## src/rtl/trans_assembler.sv

```systemverilog
// Byte-to-128-bit transaction assembler with a small output FIFO and valid/ack head register.
// Optional idle timeout on partial frames: define TRANS_ASM_TIMEOUT_EN.
module trans_assembler #(
   parameter int FIFO_DEPTH      = 4,
   parameter int BYTES_PER_TRANS = 16,
   parameter int TIMEOUT_CYCLES  = 1024
) (
   input  logic                          clk,
   input  logic                          rst,
   input  logic [7:0]                    byte_i,
   input  logic                          byte_valid_i,
   input  logic                          byte_sof_i,
   output logic                          byte_ready_o,
   output logic [127:0]                  data_o,
   output logic                          valid_o,
   input  logic                          ack_i,
   output logic                          frame_err_o,
   output logic [15:0]                   trans_count_o,
   output logic [$clog2(FIFO_DEPTH):0]   fifo_level_o
);

   localparam int AW = $clog2(FIFO_DEPTH);
   localparam int LW = AW + 1;
   localparam logic [3:0] LAST_IDX = 4'(BYTES_PER_TRANS - 1);

   if (FIFO_DEPTH < 2 || (FIFO_DEPTH & (FIFO_DEPTH - 1)) != 0 || BYTES_PER_TRANS != 16 ||
       TIMEOUT_CYCLES < 1 || TIMEOUT_CYCLES > 65535) begin : g_bad_cfg
      $error("trans_assembler: unsupported parameter set");
   end

   typedef enum logic {
      IDLE,
      COLLECT
   } state_t;

   state_t         state;
   logic [3:0]     byte_cnt;
   logic [119:0]   shift_reg;
   logic [127:0]   mem [FIFO_DEPTH];
   logic [AW-1:0]  wr_ptr;
   logic [AW-1:0]  rd_ptr;

   logic           full;
   logic           accept;
   logic           push;
   logic           pop;
   logic [LW-1:0]  remain;
   logic [AW-1:0]  head_idx;

   assign full         = (fifo_level_o == LW'(FIFO_DEPTH));
   assign byte_ready_o = !rst && !(full && byte_cnt == LAST_IDX);
   assign accept       = byte_valid_i && byte_ready_o;
   assign push         = accept && state == COLLECT && !byte_sof_i && byte_cnt == LAST_IDX;
   assign pop          = ack_i && valid_o;

   // The head register sees only words stored before this edge; a word pushed now
   // becomes visible one cycle later, even if the FIFO was just emptied by a pop.
   assign remain   = fifo_level_o - LW'(pop);
   assign head_idx = rd_ptr + AW'(pop);

`ifdef TRANS_ASM_TIMEOUT_EN
   localparam logic [15:0] TO_LAST = 16'(TIMEOUT_CYCLES - 1);
   logic [15:0] idle_cnt;
`endif

   always_ff @(posedge clk or posedge rst) begin
      if (rst) begin
         state         <= IDLE;
         byte_cnt      <= '0;
         shift_reg     <= '0;
         frame_err_o   <= 1'b0;
         trans_count_o <= '0;
`ifdef TRANS_ASM_TIMEOUT_EN
         idle_cnt      <= '0;
`endif
      end else begin
         frame_err_o <= 1'b0;
`ifdef TRANS_ASM_TIMEOUT_EN
         if (accept || state == IDLE) idle_cnt <= '0;
`endif
         if (accept) begin
            if (byte_sof_i) begin
               if (state == COLLECT) frame_err_o <= 1'b1;
               shift_reg <= {112'd0, byte_i};
               byte_cnt  <= 4'd1;
               state     <= COLLECT;
            end else if (state == IDLE) begin
               frame_err_o <= 1'b1;
            end else if (byte_cnt == LAST_IDX) begin
               trans_count_o <= trans_count_o + 16'd1;
               byte_cnt      <= '0;
               state         <= IDLE;
            end else begin
               shift_reg <= {shift_reg[111:0], byte_i};
               byte_cnt  <= byte_cnt + 4'd1;
            end
         end
`ifdef TRANS_ASM_TIMEOUT_EN
         else if (state == COLLECT) begin
            if (idle_cnt == TO_LAST) begin
               frame_err_o <= 1'b1;
               byte_cnt    <= '0;
               state       <= IDLE;
               idle_cnt    <= '0;
            end else begin
               idle_cnt <= idle_cnt + 16'd1;
            end
         end
`endif
      end
   end

   always_ff @(posedge clk) begin
      if (push) mem[wr_ptr] <= {shift_reg, byte_i};
   end

   always_ff @(posedge clk or posedge rst) begin
      if (rst) begin
         wr_ptr       <= '0;
         rd_ptr       <= '0;
         fifo_level_o <= '0;
         valid_o      <= 1'b0;
         data_o       <= '0;
      end else begin
         if (push) wr_ptr <= wr_ptr + AW'(1);
         if (pop)  rd_ptr <= rd_ptr + AW'(1);
         fifo_level_o <= fifo_level_o + LW'(push) - LW'(pop);
         valid_o      <= (remain != '0);
         data_o       <= (remain != '0) ? mem[head_idx] : '0;
      end
   end

endmodule

```

## config.mk

```make
export PLATFORM = sky130hd
export DESIGN_NAME = trans_assembler
export DESIGN_NICKNAME = d
export VERILOG_FILES = /design/src/rtl/trans_assembler.sv
export SDC_FILE = /design/constraint.sdc
export NUM_CORES = 1
export LEC_CHECK = 0
export ABC_AREA = 1
export BUFFER_PORTS_ARGS = -buffer_cell sky130_fd_sc_hd__clkbuf_2
export CAP_MARGIN = 20
export CELL_PAD_IN_SITES_DETAIL_PLACEMENT = 1
export CELL_PAD_IN_SITES_GLOBAL_PLACEMENT = 1
export CORE_MARGIN = 2
export CORE_UTILIZATION = 54
export CTS_CLUSTER_SIZE = 10
export DETAILED_ROUTE_END_ITERATION = 7
export PLACE_DENSITY = 0.95
export SETUP_SLACK_MARGIN = 0.1
export SYNTH_ARGS = -nofsm -noshare
export SYNTH_HDL_FRONTEND = slang
export SYNTH_SLANG_ARGS = --single-unit
```

## constraint.sdc

```tcl
create_clock -name clk -period 13.8 [get_ports clk]
set_input_delay 0.69 -clock clk [delete_from_list [all_inputs] [get_ports clk]]
set_output_delay 0.69 -clock clk [all_outputs]
set_load 0.03 [all_outputs]
```

==> results of run 1 <==
[layout make-up]
cell class                      count  area share (%)
Inverter                          146            1.59
Multi-Input combinational cell   1290            21.5
Clock inverter                      8           0.302
Sequential cell                   790            63.4
Tap cell                          765            2.72
Clock buffer                      159            7.07
Timing Repair Buffer              192            3.35
Antenna cell                        1         0.00711
[power groups by stage]
stage               logic (mW)  clock network [mW]  registers [mW]
global placement          2.37                   0            2.96
detailed placement        2.49                   0            2.98
global route              2.82                2.35            2.98
finish                    2.71                2.27            2.96
floorplan                 1.40                   0            3.31
CTS                       2.61                2.22            2.95
[stage by stage]
step / hold slack [ps] / total power, mW
3_5_place_dp: 524 / 5.47
4_1_cts: 296 / 7.78
3_3_place_gp: 494 / 5.33
5_1_grt: 327 / 8.15
2_1_floorplan: 462 / 4.71
6_report: 331 / 7.94
[worst max-delay path, cell delays in order (launching register included)]
cell and delay, ps:
dfrtp_1 450, ha_1 290, nand3_2 160, nor2_4 90, nor2_8 520, nand3_1 630
nor2_4 210, buf_4 790, buf_4 920
[kinds of logic after synthesis]
group,count (synthesis)
flops,790
xor+xnor,12
fa+ha+maj,13
mux,256
simple gates,867
buf+inv,285
compound gates,142
[worst paths after layout]
kind                                    from                end  slack (ps)  cells past startpoint
min                                byte_i[5]          mem[1][5]         330                      1
max reg2reg                      byte_cnt[0]         mem[2][68]        9160                      8
max in group asynchronous                rst        data_o[111]       11740                      3
max                              byte_cnt[0]         mem[2][68]        9160                      8
min in group asynchronous                rst   trans_count_o[9]         380                      2
min reg2reg                trans_count_o[15]  trans_count_o[15]         550                      2
[Yosys cell counts]
cell	number
xnor2_1	2
buf_6	10
fa_1	1
mux2_2	256
edfxtp_1	512
a21oi_1	128
dfrtp_1	278
inv_2	1
clkbuf_1	19
nand3_2	3
nor2_8	1
nor3_1	1
nor2_2	2
a21oi_2	1
nor2_4	1
buf_4	17
o21ai_1	4
ha_1	12
inv_1	145
buf_1	19
o21ai_0	9
xor2_1	10
and3_1	1
nand3b_1	1
nand2_1	578
nand3_1	10
buf_2	74
nor2_1	141
nand4_1	128
[routing by layer]
metal / vias to the layer above / GRT usage (%) / wire length, um
met4: 10 / 14.4 / 5000
li1: 8441 / - / -
met3: 377 / 6.35 / 9380
met5: - / 0 / 57
met1: 10800 / 42.3 / 38000
met2: 1605 / 55.6 / 52600
==> results.sh, run 1 <==
export IMPL_clock_fmax_mhz=215
export IMPL_fin_tns_setup_ps=0
export IMPL_grt_max_degree=135
export IMPL_dpl_cell_area_um2=32400
export IMPL_chipWidth_um=244
export IMPL_finalWorstSetupSlack_ps=9160
export IMPL_end_kind="flip-flop"
export IMPL_layout_min_cycle_time_ps=4640
export IMPL_status="finished clean"
export IMPL_drive_gt1_share_pct=21.8
export IMPL_grt_pass1_vias=22600
export IMPL_ctsHtreeMaxLevel=3
export IMPL_timing_slew_headroom_pct=23.9
export IMPL_antenna_left=0
export IMPL_switching_share_pct=38.5
export IMPL_crit_path_start_kind="flip-flop"
export IMPL_netlist_instances=2365
export IMPL_p_int_mw=4.88
export IMPL_hold_viol_final=0
export IMPL_rsz0062_at_grt="false"
export IMPL_gr_total_overflow=0
export IMPL_clock_latency_ps=650
export IMPL_drtIter0Drc=3051
export IMPL_p_comb_share_pct=34.2
export IMPL_synthAdderAreaFrac_pct=0.546
export IMPL_first_pass_iters=5
export IMPL_finalMaxSlewViolations=0
export IMPL_clk_pin_slew_worst_paths_ps=70
export IMPL_clk_path_buf_depth=3
export IMPL_vias_per_cell=6.34
export IMPL_period_share_pct=33.6
export IMPL_synthMuxAreaShare_pct=9.26
export IMPL_ys_seq_area_share_pct=71.7
export IMPL_routed_wirelength_um=105000
export IMPL_cts_root_buf="clkbuf_16"
export IMPL_ys_seq_elements=790
export IMPL_synthesis_area_um2=31100
export IMPL_design_core_area_um2=57400
export IMPL_fin_nets=2535
export IMPL_yosys_area_share_simple_pct=11.7
export IMPL_dpl_cell_count=3177
export IMPL_die_area_um2=59600
export IMPL_grtUsageTotal_pct=33.1
export IMPL_ys_warn_count=0
export IMPL_mostFrequentLayoutCell="nand2_1"
export IMPL_p_per_area_nw_per_um2=226
export IMPL_dp_hpwl_um=48000
export IMPL_die_height_um=244
export IMPL_leakagePower_nw=14.1
export IMPL_grt_pass1_wl_um=148000
export IMPL_syn2layout_area_growth_pct=13.1
export IMPL_ir_drop_mv=0.160
export IMPL_synth_top_family_by_area="simple AND/OR/NAND/NOR gates"
export IMPL_start_util_pct=54.3
export IMPL_synthXorXnorAreaFrac_pct=0.337
export IMPL_finClkSkew_ps=36.0
export IMPL_cts_tree="built"
export IMPL_synth_area_top_cells="edfxtp_1, dfrtp_1, mux2_2, nand2_1, nand4_1"
export IMPL_cts_made_buffers=89
export IMPL_synth_top_area_share_pct=49.4
export IMPL_switchingPower_mw=3.06
export IMPL_portBuffers=162
export IMPL_final_cells=3351
export IMPL_avgSynthCellArea_um2=13.2
export IMPL_yosysTopAreaCell="edfxtp_1"
export IMPL_synthDistinctLibCells=29
export IMPL_seq_area_um2=22300
export IMPL_cp_data_arrival_time_ps=4880
export IMPL_postCtsSetupBuffers=0
export IMPL_io_pin_count=163
export IMPL_cts_sinks=790
export IMPL_setup_viol=0
export IMPL_worstMarginPinSlew_ps=1140
export IMPL_fill_cells=5440
export IMPL_wl_per_cell_um=31.4
export IMPL_postLayoutCellArea_um2=35200
export IMPL_power_share_clock_pct=28.6
export IMPL_vias=21200
export IMPL_cp_max_fo=65
export IMPL_ctsResizeCount=0
export IMPL_largest_register_ffs=512
export IMPL_layout_common_cells="nand2_1, edfxtp_1, dfrtp_1"
export IMPL_hold_buffers=0
export IMPL_critPathRequiredTime_ps=14030
export IMPL_seqPwrFrac_pct=37.3
export IMPL_hold_class="primary input to flip-flop"
export IMPL_path_class="flip-flop to flip-flop"
export IMPL_fin_util_pct=61.4
export IMPL_place_ws_ps=9310
export IMPL_drv_cap=0
export IMPL_syn_nets=2391
export IMPL_drc=0
export IMPL_rows=88
export IMPL_gp_congestion=0.772
export IMPL_multi_input_area_um2=7580
export IMPL_synth_compound_area_share_pct=2.29
export IMPL_antenna_found_initial=6
Note: power is estimated with default switching activity, not from simulation.
==> inputs of run 2 (changes only) <==
- CORE_UTILIZATION: 54 -> 46
- PLACE_DENSITY: 0.95 -> 0.87
- clock period: 13.8 -> 3.75 ns (I/O delays scaled with it)
==> results.sh, run 2 (same netlist as run 1, synthesis figures left out) <==
export IMPL_status="finished clean"
export IMPL_drc=0
export IMPL_portBuffers=162
export IMPL_path_cells="ha_1 > nand3_2 > nor3_1 > nand3_2 > ha_1 > inv_1 > ha_1 > fa_1 > xor2_1"
export IMPL_hold_depth=4
export IMPL_end_kind="flip-flop"
export IMPL_dp_hpwl_um=45900
export IMPL_rows=95
export IMPL_dpl_cell_count=3294
export IMPL_hold_class="primary input to flip-flop"
export IMPL_mostFrequentLayoutCell="nand2_1"
export IMPL_wl_per_cell_um=24.8
export IMPL_r2r_end="fifo_level_o[2]"
export IMPL_finalMaxSlewViolations=0
export IMPL_critPathRequiredTime_ps=4270
export IMPL_period_share_pct=77.4
export IMPL_crit_top_cell="ha_1"
export IMPL_cts_tree="built"
export IMPL_rrSetupSlack_ps=850
export IMPL_io_pin_count=163
export IMPL_design_core_area_um2=67200
export IMPL_layout_common_cells="nand2_1, edfxtp_1, dfrtp_1"
export IMPL_cp_data_arrival_time_ps=3420
export IMPL_cts_root_buf="clkbuf_16"
export IMPL_antenna_found_initial=4
export IMPL_worstMarginPinSlew_ps=1010
export IMPL_die_height_um=264
export IMPL_cp_slowest_cell="fa_1"
export IMPL_finalWorstSetupSlack_ps=849
export IMPL_setup_viol=0
export IMPL_cts_sinks=790
export IMPL_fill_cells=6645
export IMPL_final_cells=3467
export IMPL_cp_max_fo=7
export IMPL_grt_max_degree=163
export IMPL_drv_cap=0
export IMPL_die_area_um2=69800
export IMPL_min_to="wr_ptr[0]"
export IMPL_crit_path_start_kind="flip-flop"
export IMPL_slowest_delay_ps=440
export IMPL_gr_total_overflow=0
export IMPL_timing_slew_headroom_pct=32.8
export IMPL_crit_start="byte_cnt[1]"
export IMPL_fin_nets=2549
export IMPL_ir_drop_mv=1.27
export IMPL_postCtsSetupBuffers=0
export IMPL_p_per_area_nw_per_um2=801
export IMPL_grt_pass1_wl_um=133000
export IMPL_grtUsageTotal_pct=24.8
export IMPL_chipWidth_um=264
export IMPL_clock_latency_ps=650
export IMPL_place_ws_ps=861
export IMPL_grt_pass1_vias=22000
export IMPL_leakagePower_nw=14.2
export IMPL_drive_gt1_share_pct=21.9
export IMPL_gp_congestion=0.799
export IMPL_vias_per_cell=5.70
export IMPL_min_from="byte_valid_i"
export IMPL_hold_viol_final=0
export IMPL_vias=19800
export IMPL_syn2layout_area_growth_pct=14.0
export IMPL_largest_register_ffs=512
export IMPL_path_class="flip-flop to flip-flop"
export IMPL_cts_made_buffers=90
export IMPL_start_util_pct=46.4
export IMPL_r2r_start="byte_cnt[1]"
export IMPL_rsz0062_at_grt="false"
export IMPL_clock_fmax_mhz=345
export IMPL_antenna_left=0
export IMPL_finClkSkew_ps=41.9
export IMPL_reg2regPathDepth=9
export IMPL_routed_wirelength_um=86000
export IMPL_clk_path_buf_depth=3
export IMPL_drtIter0Drc=1891
export IMPL_clk_pin_slew_worst_paths_ps=60
export IMPL_ctsResizeCount=0
export IMPL_layout_min_cycle_time_ps=2900
export IMPL_ctsHtreeMaxLevel=3
export IMPL_first_pass_iters=6
==> run 2: cell types whose count changed in the layout (fill, tap and decap cells not counted), moves of 4 or more <==
| cell | before | now |
|---|---|---|
| buf_12 | 0 | 13 |
| buf_16 | 7 | 0 |
| clkbuf_1 | 70 | 64 |
| dlygate4sd3_1 | 0 | 10 |
| inv_6 | 6 | 2 |
==> run 2: area by class of cell <==
| cell class | instances | area (um^2) | share of cell area (%) |
|---|---|---|---|
| flip-flops and latches | 790 | 22300 | 62.9 |
| multi-input cells | 1290 | 7590 | 21.4 |
| clock buffers | 157 | 2560 | 7.20 |
| well taps | 873 | 1090 | 3.08 |
| clock inverters | 4 | 38.8 | 0.109 |
| diodes | 2 | 5.00 | 0.0141 |
| repair buffers | 205 | 1330 | 3.74 |
| inverters | 146 | 554 | 1.56 |
==> run 2: worst max-delay path by stage <==
| stage | endpoint | slack (ps) | cells past startpoint |
|---|---|---|---|
| after floorplan | byte_cnt[1] | -1570 | 3 |
| after global placement | fifo_level_o[2] | 1110 | 9 |
| after detailed placement | fifo_level_o[2] | 860 | 9 |
| after CTS | fifo_level_o[2] | 850 | 9 |
| after global routing | mem[0][79] | 740 | 6 |
| final | fifo_level_o[2] | 850 | 9 |
==> run 2: per-stage QoR <==
stage | util [%] | hold slack, ps | TNS (ps) | power, mW | area, um^2
2_1_floorplan | - | 286 | -69380 | 17.3 | 31200
3_3_place_gp | 48.8 | 442 | 0 | 20.0 | 32800
3_5_place_dp | 48.8 | 449 | 0 | 20.4 | 32800
4_1_cts | 52.8 | 135 | 0 | 28.6 | 35500
5_1_grt | 52.8 | 176 | 0 | 29.6 | 35500
6_report | 52.9 | 160 | 0 | 28.4 | 35500
==> run 2: repair_timing <==
action | in CTS | in global routing
hold endpoints to repair | 93 | 0
setup endpoints to repair | 0 | 0
hold buffers | 10 | 0
==> run 2: report_power, final <==
part           internal (mW)  switching (mW)
Combinational           3.21            6.42
Clock                   4.58            3.42
Sequential              10.3           0.544
==> run 2: critical path, delay by kind of cell, from the launching register on <==
family,cells,cell delay (ps)
xor+xnor,1,180
fa+ha+maj,4,1270
buf+inv,1,50
flops,1,400
simple gates,3,890
==> run 2: per-layer routing <==
layer / routed length, um / up-vias / GRT usage (%)
met5: 11 / - / 0
met2: 44200 / 809 / 43.0
met4: 2530 / 2 / 9.23
li1: - / 8455 / -
met3: 5500 / 181 / 4.67
met1: 33800 / 10300 / 31.1
